## config.mk

```make
export PLATFORM = sky130hd
export DESIGN_NAME = pipe_elastic_reg
export DESIGN_NICKNAME = d
export VERILOG_FILES = /design/src/rtl/pipe_elastic_reg.sv
export SDC_FILE = /design/constraint.sdc
export NUM_CORES = 1
export LEC_CHECK = 0
export ABC_AREA = 1
export CORE_MARGIN = 2
export CORE_UTILIZATION = 30
export CTS_CLUSTER_SIZE = 20
export DETAILED_ROUTE_END_ITERATION = 16
export SLEW_MARGIN = 20
export SYNTH_ARGS = -nofsm -noshare
export SYNTH_HDL_FRONTEND = slang
export SYNTH_SLANG_ARGS = --single-unit
```

## constraint.sdc

```tcl
create_clock -name i_clk -period 1.53 [get_ports i_clk]
set_input_delay 0.306 -clock i_clk [delete_from_list [all_inputs] [get_ports i_clk]]
set_output_delay 0.306 -clock i_clk [all_outputs]
set_load 0.03 [all_outputs]
```

## src/rtl/pipe_elastic_reg.sv

```systemverilog
// pipe_elastic_reg: valid/ready elastic pipeline stage with synchronous flush and reset.
// Define PIPE_ELASTIC_REG_SKID_EN to add a second (skid) entry and a registered o_ready.
module pipe_elastic_reg #(
   parameter int DATA_WIDTH = 32,
   parameter int CTRL_WIDTH = 16
) (
   input  logic                  i_clk,
   input  logic                  i_reset,
   input  logic                  i_flush,
   input  logic                  i_valid,
   output logic                  o_ready,
   input  logic [CTRL_WIDTH-1:0] i_ctrl,
   input  logic [DATA_WIDTH-1:0] i_data,
   output logic                  o_valid,
   input  logic                  i_ready,
   output logic [CTRL_WIDTH-1:0] o_ctrl,
   output logic [DATA_WIDTH-1:0] o_data,
   output logic [1:0]            o_occupancy
);

   // state | meaning
   // EMPTY | nothing held, main and skid invalid
   // ONE   | main entry drives the outputs
   // TWO   | main full and skid holds the next entry (skid build only)

   logic                  main_valid, main_valid_nxt;
   logic [CTRL_WIDTH-1:0] main_ctrl, main_ctrl_nxt;
   logic [DATA_WIDTH-1:0] main_data, main_data_nxt;
   logic                  accept;
   logic                  deliver;

`ifdef PIPE_ELASTIC_REG_SKID_EN
   logic                  skid_valid, skid_valid_nxt;
   logic [CTRL_WIDTH-1:0] skid_ctrl, skid_ctrl_nxt;
   logic [DATA_WIDTH-1:0] skid_data, skid_data_nxt;
   logic                  ready_q;

   assign o_ready = ready_q;
`else
   assign o_ready = !main_valid || i_ready;
`endif

   assign accept  = i_valid && o_ready;
   assign deliver = main_valid && i_ready;

   always_ff @(posedge i_clk) begin
      if (i_reset) begin
         main_valid <= 1'b0;
         main_ctrl  <= '0;
         main_data  <= '0;
      end else begin
         main_valid <= main_valid_nxt;
         main_ctrl  <= main_ctrl_nxt;
         main_data  <= main_data_nxt;
      end
   end

`ifdef PIPE_ELASTIC_REG_SKID_EN
   // ready_q tracks the occupancy being loaded this edge so it equals (occupancy < 2) next cycle.
   always_ff @(posedge i_clk) begin
      if (i_reset) begin
         skid_valid <= 1'b0;
         skid_ctrl  <= '0;
         skid_data  <= '0;
         ready_q    <= 1'b1;
      end else begin
         skid_valid <= skid_valid_nxt;
         skid_ctrl  <= skid_ctrl_nxt;
         skid_data  <= skid_data_nxt;
         ready_q    <= !(main_valid_nxt && skid_valid_nxt);
      end
   end
`endif

   always_comb begin
      main_valid_nxt = main_valid;
      main_ctrl_nxt  = main_ctrl;
      main_data_nxt  = main_data;
`ifdef PIPE_ELASTIC_REG_SKID_EN
      skid_valid_nxt = skid_valid;
      skid_ctrl_nxt  = skid_ctrl;
      skid_data_nxt  = skid_data;
      if (i_flush) begin
         main_valid_nxt = 1'b0;
         skid_valid_nxt = 1'b0;
      end else if (skid_valid) begin
         if (deliver) begin
            main_ctrl_nxt  = skid_ctrl;
            main_data_nxt  = skid_data;
            skid_valid_nxt = 1'b0;
         end
      end else if (main_valid) begin
         if (deliver && accept) begin
            main_ctrl_nxt = i_ctrl;
            main_data_nxt = i_data;
         end else if (deliver) begin
            main_valid_nxt = 1'b0;
         end else if (accept) begin
            skid_valid_nxt = 1'b1;
            skid_ctrl_nxt  = i_ctrl;
            skid_data_nxt  = i_data;
         end
      end else if (accept) begin
         main_valid_nxt = 1'b1;
         main_ctrl_nxt  = i_ctrl;
         main_data_nxt  = i_data;
      end
`else
      if (i_flush) begin
         main_valid_nxt = 1'b0;
      end else if (accept) begin
         main_valid_nxt = 1'b1;
         main_ctrl_nxt  = i_ctrl;
         main_data_nxt  = i_data;
      end else if (deliver) begin
         main_valid_nxt = 1'b0;
      end
`endif
   end

   always_comb begin
      o_valid = main_valid;
      o_ctrl  = main_valid ? main_ctrl : '0;
      o_data  = main_data;
`ifdef PIPE_ELASTIC_REG_SKID_EN
      o_occupancy = {1'b0, main_valid} + {1'b0, skid_valid};
`else
      o_occupancy = {1'b0, main_valid};
`endif
   end

endmodule

```

==> results.cfg, run 1 <==
[synth]
synth_compound_area_share_pct = 10.4
synth-edff-count = 0
synthAdderAreaFrac_pct = 0
yosysSeqAreaShare_pct = 41.5
synthCells = 358
syn-num-nets = 411
synth_area_mm2 = 0.00237
synth_top_area_cell = dfxtp_1
ys_ff_latch = 49
synth_top_family_by_area = simple AND/OR/NAND/NOR gates
avgSynthCellArea_um2 = 6.61
yosysWarnings = 0
synth_common_cells = 64 x inv_1, 64 x nand2_1, 49 x a21oi_1, 49 x dfxtp_1
synth-main-ff-cell = dfxtp_1
async_flop_share_pct = 0
synthMuxAreaShare_pct = 0
synth_top_area_share_pct = 41.5
synth-simple-area-share_pct = 28.9
synth-xor-area-share_pct = 0
synth.distinct_cells = 15
ys_top_cells_by_area = dfxtp_1 41%, a21oi_1 10%, nand3_1 10%, inv_1 10%, nand2_1 10%

[sta]
hold_violations = 0
fin_crit_sh_pct = 95.0
fmax_mhz = 688
rsz0062_at_grt = no
finalSetupTns_ps = 0
final_max_slew_viol_count = 0
finalCriticalPeriod_ps = 1450
setup_viol = 0
finClkSkew_ps = 4.71

[detailed_routing]
firstDrtPassIters = 4
postRouteAntennaNets = 0
drt-vias-per-instance = 4.27
drc_errors = 0
num_vias = 2369
wl_per_cell_um = 10.5
drt_first_iter_violations = 58
drt_wl_total_um = 5820

[place]
place_area_mm2 = 0.00342
place_congestion = 0.690
post-dp-hpwl_um = 4010
port_buffers = 103

[clocking]
cts.sinks = 49
clk_pin_slew_ps = 80
cts_buffer_depth = 2
htreeDepth = 2
cts_tree = yes
clock_latency_ps = 290
cts_root_buf = clkbuf_8
cts_buffers = 5

[die]
pin_count = 105
core_mm2 = 0.00769
die_h_um = 92.8
row_count = 32
dieArea_mm2 = 0.00861
start_util_pct = 30.8
die_x_um = 92.8

[cells_and_area]
drive_gt1_share_pct = 9.93
final_cell_area_mm2 = 0.00351
antenna_cells = 0
area.growth.synth_to_final_pct = 48.4
fin_nets = 506
nFillCells = 838
fin_util_pct = 45.7

[grt]
grt_max_degree = 49
grt_overflow = 0
grt_pass1_vias = 2157
antenna_found_initial = 0
grt_pass1_wl_um = 9470
grt_use_total_pct = 13.5

[run]
drv_cap = 0

[critical_path]
critPathMaxStageDelay_ps = 410
path_class = reg -> out
end_kind = output port
crit_fanout = 10
cpMaxStageDelayCell = dfxtp_4
crit_required_ps = 1220
arrival_ps = 1150
crit_path_cell_trace = buf_6, nand2_1, inv_1, buf_4
start_kind = flop

[outcome]
status = finished, final reports clean

[power_and_ir_drop]
powerDensity_mw_per_mm2 = 811
irDropWorstVdd_mv = 0.371
cellLeakagePower_nw = 1.90

[min_path]
hold_class = reg -> reg
==> critical path, delay by kind of cell (launching register included) <==
kind / cells / cell delay, ps
AND/OR/NAND/NOR: 1 / 70
buffers and inverters: 3 / 380
flip-flops: 1 / 410
==> layout by cell type, fill, tap and decap left out <==
master            n
nand2_1          64
inv_1            64
clkdlybuf4s50_1  52
a21oi_1          49
nand3_1          48
nor2_1           48
dfxtp_1          48
dlygate4sd2_1    32
buf_4            27
clkbuf_8          6
buf_12            5
inv_2             3
nand2_8           1
nor2_4            1
nor3_1            1
conb_1            1
clkbuf_1          1
dfxtp_4           1
buf_6             1
==> final cells by class <==
cell class                      instances  area, µm²  area share [%]
Inverter                               67        251            7.16
Timing Repair Buffer                  117       1110            31.8
Multi-Input combinational cell        213        946            26.9
Sequential cell                        49        985            28.0
Tap cell                              102        128            3.64
Clock buffer                            7       86.3            2.46
==> per-stage QoR <==
step	total power [mW]	instances	hold WS, ps	setup WS, ps
after global placement	2.14	546	462	-9.15
after floorplan	1.84	358	375	90.0
final	2.85	555	480	76.4
after CTS	2.88	553	488	7.26
after global routing	3.01	555	512	28.9
after detailed placement	2.15	546	468	-35.3
==> what timing repair did <==
| item | 4_1_cts | 5_1_grt |
|---|---|---|
| gates cloned | 0 | 0 |
| gates resized for setup | 33 | 2 |
| buffers inserted | 0 | 2 |
| endpoints found under the setup margin | 49 | 1 |
| hold buffers | 0 | 0 |
==> layer usage <==
metal | up-vias | global-route usage (%) | share of wire [%]
li1 | 1269 | - | -
met1 | 1033 | 15.4 | 45
met2 | 61 | 24.9 | 49
met3 | 6 | 3.25 | 4.9
met4 | 0 | 3.68 | 1.2
met5 | - | 0 | 0
==> final timing paths <==
kind         startpoint         end  slack (ps)  cells past startpoint
max             o_valid  o_ctrl[15]          80                      4
min          o_data[12]  o_data[12]         480                      2
max reg2reg     o_valid   o_data[1]         530                      4
min reg2reg  o_data[12]  o_data[12]         480                      2
==> logic make-up after synthesis <==
| logic type | count (synthesis) |
|---|---|
| AOI/OAI and AO/OA | 49 |
| other | 1 |
| DFF | 49 |
| and+or+nand+nor | 163 |
| buffers and inverters | 96 |
==> registers in the layout (all words and copies together) (netlist names) <==
register,flops
o_data,32
main_ctrl,16
o_valid,1
==> power breakdown <==
| part | total, mW | switching, mW | internal (mW) | leakage, nW |
|---|---|---|---|---|
| Sequential | 1.41 | 0.0460 | 1.36 | 0.405 |
| Combinational | 0.673 | 0.366 | 0.307 | 1.45 |
| Clock | 0.768 | 0.408 | 0.360 | 0.0443 |
(Power assumes the default switching activity.)
==> run 2, diff against run 1 <==
CORE_MARGIN = 4   (was 2)
==> results.cfg, run 2 (synthesis gave the netlist of run 1 again) <==
[grt]
grt_pass1_vias = 2128
grtUsageMet2_pct = 22.2
grt_use_total_pct = 12.8
busiest_layer = met2
grt_overflow = 0
antenna_found_initial = 0
grt_max_degree = 55
grt_pass1_wl_um = 10200
grt_use_met3_pct = 3.75
met1_usage_pct = 15.6

[detailed_routing]
drt_wl_total_um = 6060
drt-vias-per-instance = 4.19
postRouteAntennaNets = 0
wl_per_cell_um = 11.0
drt_first_iter_violations = 57
num_vias = 2310
firstDrtPassIters = 4
drc_errors = 0

[cells_and_area]
mostFrequentLayoutCells = 64 x nand2_1, 64 x inv_1, 52 x clkdlybuf4s50_1, 49 x a21oi_1
area.growth.synth_to_final_pct = 47.8
drive_gt1_share_pct = 9.35
nFillCells = 821
final_cell_area_mm2 = 0.00350
antenna_cells = 0
seq_area_um2 = 985
largest_reg_flops = 32
fin_nets = 501
multi_input_area_um2 = 937

[critical_path]
critPathMaxStageDelay_ps = 470
crit_path_start = i_ready
r2r-start = o_valid
crit_path_cell_trace = clkdlybuf4s50_1, inv_2, nand2_4, buf_4
arrival_ps = 1150
cpMaxStageDelayCell = clkdlybuf4s50_1
path_class = in -> out
start_kind = primary input
end_kind = output port
crit_required_ps = 1220
crit_fanout = 8

[die]
die_x_um = 96.8
core_mm2 = 0.00769
start_util_pct = 30.8
dieArea_mm2 = 0.00937
pin_count = 105
die_h_um = 96.8
row_count = 32

[clocking]
cts.sinks = 49
cts_buffer_depth = 2
cts_buffers = 5
cts_root_buf = clkbuf_8
clk_pin_slew_ps = 90
cts_tree = yes
clock_latency_ps = 300
htreeDepth = 2
cts_hold_buf = 0
post-cts-setup-buffers = 0

[place]
post-dp-hpwl_um = 4290
dp_slack_ps = -55.0
port_buffers = 103
place_congestion = 0.729
place_area_mm2 = 0.00340

[power_and_ir_drop]
cellLeakagePower_nw = 1.90
powerDensity_mw_per_mm2 = 901
finalPower_mw = 3.15
irDropWorstVdd_mv = 0.331

[sta]
rsz0062_at_grt = yes
setup_viol = 0
finClkSkew_ps = 3.87
fin_worst_hold_slack_ps = 480
hold_violations = 0
final_max_slew_viol_count = 0
fmax_mhz = 686
fin_crit_sh_pct = 95.2
finalCriticalPeriod_ps = 1460
finalSetupTns_ps = 0
setup_slack_ps = 72.7

[run]
drv_cap = 0

[min_path]
hold_class = reg -> reg
hold_start = o_data[11]

[outcome]
status = finished, final reports clean
run 2: layer usage:
layer	wire (µm)	part of all wire, %	vias to the layer above
met1	2650	44	986
met3	379	6.3	5
met2	2960	49	58
met5	0	0	-
li1	-	-	1261
met4	70	1.2	0
run 2: cell type report:
| cell class | instances | share of cell area, % |
|---|---|---|
| clock buffers | 5 | 1.97 |
| clock inverters | 3 | 1.86 |
| inverters | 67 | 7.19 |
| multi-input cells | 213 | 26.8 |
| flip-flops and latches | 49 | 28.2 |
| well taps | 102 | 3.65 |
| repair buffers | 112 | 30.4 |
run 2: repair_timing:
action,CTS,global route
gates resized for setup,33,0
endpoints found under the setup margin,49,1
pin swaps,0,0
run 2: critical path, delay by kind of cell:
| family | cells | cell delay, ps |
|---|---|---|
| buffers and inverters | 3 | 710 |
| AND/OR/NAND/NOR | 1 | 130 |
run 2: path summary, 6_finish.rpt:
kind	slack (ps)	endpoint	cells after the start
min reg2reg	480	o_data[11]	2
min	480	o_data[11]	2
max reg2reg	340	o_data[25]	4
max	70	o_ready	4
run 2: report_power, final:
part	switching, mW	total [mW]	internal, mW
clock network	0.434	1.08	0.649
logic	0.359	0.655	0.296
registers	0.0489	1.41	1.36
total	0.843	3.15	2.31
run 2: per-stage QoR:
step | util, % | cells
6_report | 45.5 | 551
5_1_grt | 45.5 | 551
4_1_cts | 45.5 | 551
3_5_place_dp | 44.2 | 543
3_3_place_gp | 44.2 | 543
2_1_floorplan | - | 358
==> run 3, diff against run 2 <==
CORE_UTILIZATION = 40   (was 30)
PLACE_DENSITY = 0.77   (was default)
REMOVE_ABC_BUFFERS = 1   (was default)
==> results.cfg, run 3 (synthesis gave the netlist of run 1 again) <==
[clocking]
post-cts-setup-buffers = 0
cts_hold_buf = 0
clk_pin_slew_ps = 80
cts.sinks = 49
cts_buffers = 5
clock_latency_ps = 290
cts_root_buf = clkbuf_8
cts_tree = yes
cts_buffer_depth = 2
htreeDepth = 2

[detailed_routing]
wl_per_cell_um = 11.0
postRouteAntennaNets = 0
drt_first_iter_violations = 62
firstDrtPassIters = 4
drt-vias-per-instance = 4.52
drc_errors = 0
drt_wl_total_um = 5750
num_vias = 2362

[outcome]
status = finished, final reports clean

[critical_path]
crit_required_ps = 1220
r2r-start = o_valid
arrival_ps = 1130
crit_path_start = i_ready
timing.rr.end = o_data[1]
end_kind = output port
crit_fanout = 7
path_class = in -> out
critical_path.endpoint = o_ready
ff2ff_setup_slack_ps = 360
worstRegToRegCells = 6
start_kind = primary input

[cells_and_area]
drive_gt1_share_pct = 8.87
antenna_cells = 0
final_cell_area_mm2 = 0.00342
largest_reg_flops = 32
area.growth.synth_to_final_pct = 44.4
fin_nets = 503
mostFrequentLayoutCells = 64 x nand2_1, 64 x inv_1, 52 x clkdlybuf4s50_1, 49 x a21oi_1, 49 x dfxtp_1

[grt]
grt_use_total_pct = 15.9
grt_pass1_vias = 2191
grt_max_degree = 51
antenna_found_initial = 0
grt_overflow = 0
grt_pass1_wl_um = 9650

[die]
row_count = 27
start_util_pct = 42.2
die_h_um = 84.9
pin_count = 105
dieArea_mm2 = 0.00721
die_x_um = 84.9
core_mm2 = 0.00561

[sta]
setup_slack_ps = 94.6
fmax_mhz = 697
finalCriticalPeriod_ps = 1440
final_max_slew_viol_count = 0
rsz0062_at_grt = no
hold_violations = 0
setup_viol = 0
fin_crit_sh_pct = 93.8
finClkSkew_ps = 6.66

[place]
place_area_mm2 = 0.00338
post-dp-hpwl_um = 4110
dp_slack_ps = -37.8
port_buffers = 103
place_congestion = 0.774

[min_path]
hold_class = reg -> reg
whs_path_depth = 2

[run]
drv_cap = 0

[power_and_ir_drop]
powerDensity_mw_per_mm2 = 817
irDropWorstVdd_mv = 0.409
cellLeakagePower_nw = 1.88
run 3: report_power, final:
group | switching (mW) | internal [mW] | total [mW]
sequential | 0.0427 | 1.36 | 1.40
combinational | 0.366 | 0.301 | 0.666
clock | 0.393 | 0.326 | 0.718
total | 0.801 | 1.99 | 2.79
run 3: worst min path at each step:
| stage | from | to |
|---|---|---|
| 2_1_floorplan | i_reset | o_valid |
| 3_3_place_gp | o_data[7] | o_data[7] |
| 3_5_place_dp | main_ctrl[6] | main_ctrl[6] |
| 4_1_cts | o_data[7] | o_data[7] |
| 5_1_grt | main_ctrl[6] | main_ctrl[6] |
| 6_report | o_data[7] | o_data[7] |
run 3: repair_timing:
action                                  in CTS  in global routing
hold endpoints to repair                     0                  0
endpoints found under the setup margin      32                  0
resized for setup                           32                  0
run 3: per-stage QoR:
step                total power, mW  hold WS (ps)  setup TNS [ps]  util [%]  instances
global placement               2.13           459           -3.89      60.2        515
floorplan                      1.80           383          -48300         -        329
finish                         2.79           477               0      60.9        523
CTS                            2.83           483               0      60.9        523
global route                   2.95           513               0      60.9        523
detailed placement             2.15           468            -730      60.2        515
run 3: cell type report:
class / instances / area [µm²]
clock buffers: 8 / 80.1
fillers: 578 / 2190
inverters: 67 / 251
multi-input cells: 213 / 937
flip-flops and latches: 49 / 981
well taps: 72 / 90.1
repair buffers: 114 / 1080
run 3: metal layers:
metal | vias to the layer above | track usage (%) | part of all wire, %
li1 | 1261 | - | -
met1 | 1026 | 17.9 | 44
met2 | 69 | 28.8 | 48
met3 | 6 | 5.34 | 7.2
met4 | 0 | 3.45 | 0.75
met5 | - | 0 | 0
run 3: critical path, cell delays in order:
cell,delay [ps]
clkdlybuf4s50_1,470
inv_2,50
nand2_4,120
buf_4,180
